### config.mk
export PLATFORM = sky130hd
export DESIGN_NAME = psum_accumulator_flat
export DESIGN_NICKNAME = d
export VERILOG_FILES = /design/src/rtl/psum_accumulator_if.sv /design/src/rtl/psum_accumulator.sv /design/src/flat_wrapper.sv
export SDC_FILE = /design/constraint.sdc
export NUM_CORES = 1
export LEC_CHECK = 0
export CAP_MARGIN = 25
export CORE_ASPECT_RATIO = 0.8
export CORE_UTILIZATION = 50
export CTS_CLUSTER_DIAMETER = 30
export DETAILED_ROUTE_END_ITERATION = 12
export GPL_TIMING_DRIVEN = 1
export HOLD_SLACK_MARGIN = 0.02
export PLACE_DENSITY = 0.67
export REMOVE_ABC_BUFFERS = 1
export SETUP_SLACK_MARGIN = 0.4
export SKIP_LAST_GASP = 1
export SYNTH_ARGS = -nofsm -noshare
export SYNTH_HDL_FRONTEND = slang
export SYNTH_SLANG_ARGS = --single-unit
export TNS_END_PERCENT = 30
### constraint.sdc
create_clock -name clk -period 7.4 [get_ports clk]
set_input_delay 1.48 -clock clk [delete_from_list [all_inputs] [get_ports clk]]
set_output_delay 1.48 -clock clk [all_outputs]
set_load 0.02 [all_outputs]
### src/rtl/psum_accumulator_if.sv
// Handshake bundle between the PE array, the psum accumulator and the writeback stage.
// The master drives psum lanes and consumer ready. The slave, the accumulator, drives the result head.
interface psum_accumulator_if #(
  parameter int BIT_WIDTH  = 8,
  parameter int NUM_KERNEL = 4,
  parameter int ACC_WIDTH  = 20
);
  logic [BIT_WIDTH*NUM_KERNEL-1:0] psum;
  logic [NUM_KERNEL-1:0]           psum_val;
  logic [ACC_WIDTH*NUM_KERNEL-1:0] acc;
  logic                            acc_val;
  logic                            acc_rdy;

  modport master (output psum, psum_val, acc_rdy, input acc, acc_val);
  modport slave  (input psum, psum_val, acc_rdy, output acc, acc_val);
endinterface

### src/rtl/psum_accumulator.sv
// Accumulates per-kernel psum lanes over a programmable number of beats.
// Completed result vectors queue in a small first-word-fall-through FIFO for the writeback stage.
module psum_accumulator #(
  parameter int BIT_WIDTH  = 8,
  parameter int NUM_KERNEL = 4,
  parameter int ACC_WIDTH  = 20,
  parameter int FIFO_DEPTH = 4,
  parameter int REG_WIDTH  = 32
) (
  input  logic                 clk,
  input  logic                 rst,
  psum_accumulator_if.slave    bus,
  input  logic [7:0]           cfg_taps,
  output logic                 busy,
  output logic [REG_WIDTH-1:0] err_psum_val
);

  localparam int PTR_W = $clog2(FIFO_DEPTH);
  localparam int CNT_W = PTR_W + 1;

  typedef enum logic [0:0] {IDLE, ACCUM} state_t;

  state_t                                state;
  state_t                                state_next;
  logic                                  beat;
  logic                                  partial;
  logic                                  complete;
  logic [7:0]                            eff_taps;
  logic [7:0]                            taps_q;
  logic [7:0]                            tap_cnt;
  logic [NUM_KERNEL-1:0][ACC_WIDTH-1:0]  acc_q;
  logic [NUM_KERNEL-1:0][ACC_WIDTH-1:0]  lane_sum;
  logic [ACC_WIDTH*NUM_KERNEL-1:0]       mem [FIFO_DEPTH];
  logic [PTR_W-1:0]                      wr_ptr;
  logic [PTR_W-1:0]                      rd_ptr;
  logic [CNT_W-1:0]                      count;
  logic                                  fifo_full;
  logic                                  almost_full;
  logic                                  push;
  logic                                  pop;
  logic [2:0]                            err_q;

  assign beat     = &bus.psum_val;
  assign partial  = (|bus.psum_val) && !beat;
  assign eff_taps = (cfg_taps == 8'd0) ? 8'd1 : cfg_taps;

  // Each lane is sign-extended to the accumulator width and wraps modulo 2^ACC_WIDTH.
  always_comb begin
    for (int k = 0; k < NUM_KERNEL; k++) begin
      lane_sum[k] = acc_q[k] + {{(ACC_WIDTH-BIT_WIDTH){bus.psum[BIT_WIDTH*k+BIT_WIDTH-1]}},
                                bus.psum[BIT_WIDTH*k +: BIT_WIDTH]};
    end
  end

  always_ff @(posedge clk) begin
    if (rst) state <= IDLE;
    else     state <= state_next;
  end

  always_comb begin
    state_next = state;
    case (state)
      IDLE:    if (beat && eff_taps != 8'd1) state_next = ACCUM;
      ACCUM:   if (complete)                 state_next = IDLE;
      default: state_next = IDLE;
    endcase
  end

  // A group of one tap completes on the very beat that opens it, using the freshly sampled tap count.
  always_comb begin
    busy     = 1'b0;
    complete = 1'b0;
    case (state)
      IDLE:    complete = beat && (eff_taps == 8'd1);
      ACCUM: begin
        busy     = 1'b1;
        complete = beat && (tap_cnt == taps_q - 8'd1);
      end
      default: ;
    endcase
  end

  always_ff @(posedge clk) begin
    if (rst) begin
      acc_q   <= '0;
      tap_cnt <= '0;
      taps_q  <= 8'd1;
    end else if (beat) begin
      if (state == IDLE) taps_q <= eff_taps;
      if (complete) begin
        acc_q   <= '0;
        tap_cnt <= '0;
      end else begin
        acc_q   <= lane_sum;
        tap_cnt <= tap_cnt + 8'd1;
      end
    end
  end

  assign fifo_full   = (count == CNT_W'(FIFO_DEPTH));
  assign almost_full = (count == CNT_W'(FIFO_DEPTH - 1));
  assign pop         = bus.acc_val && bus.acc_rdy;
  assign push        = complete && (!fifo_full || pop);

  always_ff @(posedge clk) begin
    if (push) mem[wr_ptr] <= lane_sum;
  end

  always_ff @(posedge clk) begin
    if (rst) begin
      wr_ptr <= '0;
      rd_ptr <= '0;
      count  <= '0;
    end else begin
      if (push) wr_ptr <= wr_ptr + 1'b1;
      if (pop)  rd_ptr <= rd_ptr + 1'b1;
      case ({push, pop})
        2'b10:   count <= count + CNT_W'(1);
        2'b01:   count <= count - CNT_W'(1);
        default: count <= count;
      endcase
    end
  end

  // Bit 0 flags a partial lane valid. Bit 1 flags a dropped result. Bit 2 warns of an almost-full push.
  always_ff @(posedge clk) begin
    if (rst) begin
      err_q <= '0;
    end else begin
      if (partial)                            err_q[0] <= 1'b1;
      if (complete && fifo_full && !pop)      err_q[1] <= 1'b1;
      if (complete && almost_full)            err_q[2] <= 1'b1;
    end
  end

  assign bus.acc_val  = (count != '0);
  assign bus.acc      = bus.acc_val ? mem[rd_ptr] : '0;
  assign err_psum_val = REG_WIDTH'(err_q);

endmodule

### src/flat_wrapper.sv
// flat-port wrapper written by rule: the top's interface ports become plain ports
module psum_accumulator_flat 
#(
  parameter int BIT_WIDTH  = 8,
  parameter int NUM_KERNEL = 4,
  parameter int ACC_WIDTH  = 20,
  parameter int FIFO_DEPTH = 4,
  parameter int REG_WIDTH  = 32
)
  (clk, rst, cfg_taps, busy, err_psum_val, bus_psum, bus_psum_val, bus_acc_rdy, bus_acc, bus_acc_val);
  psum_accumulator_if #(.BIT_WIDTH(BIT_WIDTH), .NUM_KERNEL(NUM_KERNEL), .ACC_WIDTH(ACC_WIDTH)) bus_i ();
  input  logic clk;
  input  logic rst;
  input  logic [7:0] cfg_taps;
  output logic busy;
  output logic [REG_WIDTH-1:0] err_psum_val;
  input wire logic [$bits(bus_i.psum)-1:0] bus_psum;
  input wire logic [$bits(bus_i.psum_val)-1:0] bus_psum_val;
  input wire logic [$bits(bus_i.acc_rdy)-1:0] bus_acc_rdy;
  output wire logic [$bits(bus_i.acc)-1:0] bus_acc;
  output wire logic [$bits(bus_i.acc_val)-1:0] bus_acc_val;
  assign bus_i.psum = bus_psum;
  assign bus_i.psum_val = bus_psum_val;
  assign bus_i.acc_rdy = bus_acc_rdy;
  assign bus_acc = bus_i.acc;
  assign bus_acc_val = bus_i.acc_val;
  psum_accumulator #(.BIT_WIDTH(BIT_WIDTH), .NUM_KERNEL(NUM_KERNEL), .ACC_WIDTH(ACC_WIDTH), .FIFO_DEPTH(FIFO_DEPTH), .REG_WIDTH(REG_WIDTH)) u_core (.clk(clk), .rst(rst), .bus(bus_i), .cfg_taps(cfg_taps), .busy(busy), .err_psum_val(err_psum_val));
endmodule
Word level (Yosys, flattened, before mapping)
Memory sizes are Yosys's and may differ from the RTL's. A register that Yosys moved wholly into a read port is not among the register bits.
Cells that the tools add are included.
Word-level totals
  memory bits (read-only): 0
  output and inout port bits: 114
  latch bits: 0
  bits of input ports: 47
  memories: 1
  register bits: 107
  bits in writable memories: 320
Memory list
  u_core.mem: words 4, bits a word 80, rd ports 1, clocked after memory_dff 1, write ports 1, line psum_accumulator.sv:33  | logic [ACC_WIDTH*NUM_KERNEL-1:0] mem [FIFO_DEPTH];
Cells by class
  multiply operators: 0
  order comparisons: 0
  reduce and logical (&&, ||, !) cells: 19
  divide/modulo/power cells: 0
  add/sub/neg operators: 10
  bitwise gates (word level): 1
  shift-type cells: 0
  eq/ne operators: 7
  multiplexer cells: 14
Operator list (number)
  $mux W80: 2
  $add A20 B20 Y20: 4
  $mux W8: 2
  $logic_and A1 B1 Y1: 9
  $add A8 B1 Y8 const B: 1
  $eq A8 B1 Y1 const B: 1
  $eq A8 B8 Y1: 1
  $logic_not A8 Y1: 1
  $ne A8 B1 Y1 const B: 1
  $sub A8 B1 Y8 const B: 1
  $pmux W3 S2: 1
  $mux W1: 5
  $reduce_and A5 Y1: 1
  $add A2 B1 Y2 const B: 2
  $mux W2: 2
  $pmux W1 S2: 2
  $reduce_and A4 Y1: 1
  $reduce_or A4 Y1: 1
  $add A3 B1 Y3 const B: 1
  $eq A3 B2 Y1 const B: 1
  $eq A3 B3 Y1 const B: 1
  $logic_not A1 Y1: 3
  $reduce_bool A3 Y1: 1
  $sub A3 B1 Y3 const B: 1
  5 further kinds: 5

Longest topological paths before layout
  depth in word-level cells: 8
  gate-level depth with buffers: 12
  depth with buffers taken out: 12

Least setup slack after synthesis
Ideal clock, no wire load.
  kind: input -> register
  from: in cfg_taps[5]
  to: mem u_core.mem[0][0] (netlist bit), enable pin
  slack: 2.683 ns
  setup time: 0.447 ns
  data required time: 6.953 ns
  arrival time: 4.270 ns
  stages: 4
  cell sequence: nor4_1 > nand3_1 > a211oi_4 > and2_1
On the way
  cells in the longest elaborated chain, start to end: 8
RTL lines
  start, declared: line flat_wrapper.sv:14  | input logic [7:0] cfg_taps;
  $logic_not A8 Y1: line psum_accumulator.sv:45  | assign eff_taps = (cfg_taps == 8'd0) ? 8'd1 : cfg_taps;
  $mux W8 *: line psum_accumulator.sv:45
  $eq A8 B1 Y1 *: line psum_accumulator.sv:74  | IDLE: complete = beat && (eff_taps == 8'd1);
  $logic_and A1 B1 Y1 *: line psum_accumulator.sv:74
  $pmux W1 S2 *: line psum_accumulator.sv:73  | case (state)
  $logic_and A1 B1 Y1 *: line psum_accumulator.sv:103  | assign push = complete && (!fifo_full || pop);
  $mux W1 *: line psum_accumulator.sv:106  | if (push) mem[wr_ptr] <= lane_sum;
  $mux W1 (implied by the code) *: line psum_accumulator.sv:106
  end, declared: line psum_accumulator.sv:33
Every way passes the cells marked *; elsewhere a longest branch is shown, timed or not.

==> metrics.txt <==
hold crit path type flop to flop; ratio of total power to cell area 298 nW/um^2; area added between synthesis and finish 22.6%; min Tclk post-route 4.94 ns; final total negative setup slack 0 ns; # fillers 2997; number of enable-type register cells in the synthesized netlist 320; H-tree levels 3; Die Y-Extent about 180 um; drt initial violations roughly 880; Routed WL 45.4 mm; Yosys cell types 66; Final Non-Filler Cells 2296; switching part of the total power 26.0%; row cnt 65; post-route cell area 24800 um^2; Slew HR 28.7%; internal cell power 5.48 mW; post-synth design cell area roughly 20000 um^2; post-CTS setup buffer count 0; Register Area 11800 um^2; total power of the final layout 7.40 mW; number of max-cap violations 0; clock edge transition at the registers on the reported setup and hold paths roughly 0.05 ns; fraction of final layout cells sized beyond drive strength 1 between 10% and 20%; WP data required 5.92 ns; Die Outline Area 41300 um^2; CP max stage delay 0.83 ns; Worst R2R Path Depth 7; Final #Nets 1824; number of antenna violations at the first check in global routing 0; capturing point of the worst reg2reg path u_core.mem[1][64]$_DFFE_PP_; cell count after synthesis 1524; Hold Violations, Final 0; routed via count divided by cell count 5.67; critical path buffer and inverter count 2; I/O Buffers 131; count of warnings emitted by yosys 0; final-report setup violation count 0; clock tree from TritonCTS built; number of instances resized during post-cts repair 0; routability-driven placement congestion ratio ~0.89; Inserted Diodes 0; area used by multi-input combinational logic about 7900 um^2; IR Drop Worst-Case VDD ~0.00022 V; unrepaired setup endpoints after global routing no; first-pass detailed-route iteration total 5; top fanout value on the critical path 31; pin count of the biggest net entering global routing 75; initial core utilization 51.1%; clock power share between 40% and 50%; Async SR Flop Fraction 0%; final clock skew 0.0179 ns; worst hold path startpoint u_core.acc_q[32]$_SDFFE_PP0P_; number of storage elements in the synthesis netlist about 430; cell with the largest stage delay on the worst path dfxtp_4; static power due to leakage 9.01 nW; detailed-placement wirelength estimate 27.5 mm; vias after detailed routing about 13000; Clk Tree Root Cell clkbuf_16; Die X-Extent 227 um; CTS hold repair buffers 0; Top delay family on crit path buffers and inverters; wire length of the first global-routing pass 71.6 mm; share of the clock period used by the worst path 66.7%; Setup CP Type flop to primary output; instance count along the most critical hold path 2; total gr overflow 0; post-synthesis sequential area ratio about 58%; detailed-route wire length per cell 19.8 um; setup slack on the worst flop-to-flop path 3.45 ns; Psw 1.92 mW; syn_area_per_cell approximately 13 um^2; CTS Buf Count between 80 and 90; status complete, no violations; actual slew at the worst max-slew pin 1.07 ns; Main synth FF type edfxtp_1; sequential share of power 36.1%; Max Transition Viols Final 0; top-level port count 161; fraction of synthesized cell area taken by the top area cell type 47.5%; startpoint type of the worst setup path flop; global-route usage over all layers between 20 and 25%; Setup crit end kind primary output; number of instances in the placed design 2141; cells taking the most area after synthesis edfxtp_1 (48%), dfxtp_1 (11%), mux4_2 (8.9%); DRC viols 0; clk_lat worst skew 0.59 ns; critical path data arrival time around 3.5 ns; origin of the critical flop-to-flop path u_core.taps_q[0]$_SDFFE_PP1P_; placement-stage worst setup slack 2.49 ns; f_max 0.203 GHz; final critical-path setup slack 2.46 ns; end point of the most critical hold path u_core.acc_q[32]$_SDFFE_PP0P_; area of the core 39600 um^2; sink count of the clock tree 429; combinational share of power about 14%; Max Root-Sink Buffers 3; ANT nets after route 0; via count of the first global-routing pass between 10000 and 15000; series of cell instances along the critical path buf_4 > mux4_2 > and2_1 > clkdlybuf4s50_1; Placement Cell Area 22000 um^2; largest area contributor in the netlist edfxtp_1
[cells in the final DEF (no fill, tap or decap), drive strengths merged, types with 6 or more instances in the layout]
cell type / n
edfxtp: 320
nor2: 138
clkdlybuf4s50: 130
dfxtp: 109
clkbuf: 95
and2: 91
ha: 82
mux4: 80
a21oi: 78
a22oi: 66
inv: 63
nand2: 62
xnor2: 54
a21o: 41
o21ai: 41
conb: 29
xor2: 24
clkinv: 23
buf: 15
nand3: 14
nor3: 13
nand2b: 12
nor2b: 11
a22o: 11
and3: 10
nand4: 10
clkinvlp: 10
mux2i: 9
a211oi: 9
a31oi: 7
o21bai: 7
o211ai: 7
o21a: 6
bufinv: 6
[layout make-up]
| type | instances | area share, % |
|---|---|---|
| flip-flops and latches | 429 | 47.6 |
| multi-input cells | 989 | 32.1 |
| clock buffers | 95 | 8.85 |
| repair buffers | 145 | 5.70 |
| well taps | 536 | 2.70 |
| clock inverters | 60 | 2.47 |
| inverters | 42 | 0.636 |
[sequential cells by signal, indices dropped and copies added, names as in the netlist, named ones only]
signal,flops
u_core.rd_ptr,2
u_core.err_q,3
u_core.taps_q,8
u_core.state,1
u_core.acc_q,80
u_core.tap_cnt,8
u_core.mem,320
u_core.wr_ptr,2
u_core.count,3
[power by group through the flow]
stage	registers, mW	clock network [mW]	logic [mW]
final	2.67	3.69	1.04
after floorplan	2.73	0	0.609
after global routing	2.68	3.87	1.12
after CTS	2.67	3.74	1.06
after global placement	2.72	0	1.03
after detailed placement	2.72	0	1.04
[cell usage after synthesis (8+ instances only)]
cell type  count
nor3_1        13
xnor2_1       54
buf_4         29
clkbuf_1      52
nand2_1       62
nand4_1       10
nand3_1       14
a21o_1        41
nor2_1       138
mux4_2        80
nor2b_1       11
ha_1          82
edfxtp_1     320
mux2i_1        9
inv_1         42
a22o_1        11
xor2_1        24
a21oi_1       78
nand2b_1      12
a22oi_1       66
a211oi_1       8
and3_1        10
and2_1        91
dfxtp_1      109
o21ai_0       40
buf_1         11
[cells by family (layout without fill, tap and decap cells)]
group | after synthesis | after routing | synth area share (%)
buffers and inverters | 134 | 342 | 3.03
DFF | 429 | 429 | 58.3
muxes | 91 | 91 | 9.47
AOI/OAI and AO/OA | 320 | 320 | 10.8
adders and majority gates | 87 | 87 | 5.57
other | 1 | 29 | 0.0185
and+or+nand+nor | 383 | 383 | 9.32
xor gates and xnor gates | 79 | 79 | 3.49
[worst max-delay path by stage]
stage                     from                       endpoint  slack [ns]  cells after the start
3_5_place_dp      bus_psum[15]    u_core.mem[1][39]$_DFFE_PP_        2.49                      9
2_1_floorplan  bus_psum_val[2]  u_core.acc_q[32]$_SDFFE_PP0P_       -0.38                      4
4_1_cts                   flop                    bus_acc[34]        2.36                      4
5_1_grt                   flop                    bus_acc[30]        2.23                      4
6_report                  flop                    bus_acc[34]        2.46                      4
3_3_place_gp      bus_psum[23]    u_core.mem[0][59]$_DFFE_PP_        2.61                      9
[worst reg2reg max path: stages (launching register included)]
cell and delay (ns):
dfxtp_1 0.36, or4_1 0.59, a2111oi_2 0.24, nor2_1 0.15, a2111o_1 0.45, a211oi_4 0.43, and2_4 0.84, buf_4 0.52
[metrics by stage]
stage                     hold WS [ns]  util, %
after floorplan                  0.430        -
after global routing             0.485     62.6
after detailed placement         0.462     55.5
after CTS                        0.469     62.6
after global placement           0.452     55.5
final                            0.464     62.6
[layer usage]
layer  vias to the layer above  part of all wire, %  track usage [%]
li1                       6112                    -                -
met1                      6483                   46             31.8
met2                       339                   46             35.2
met3                        83                  5.4             4.69
met4                         0                  1.7             6.16
met5                         -                    0                0
No activity file was read; power rests on OpenSTA's default activity.
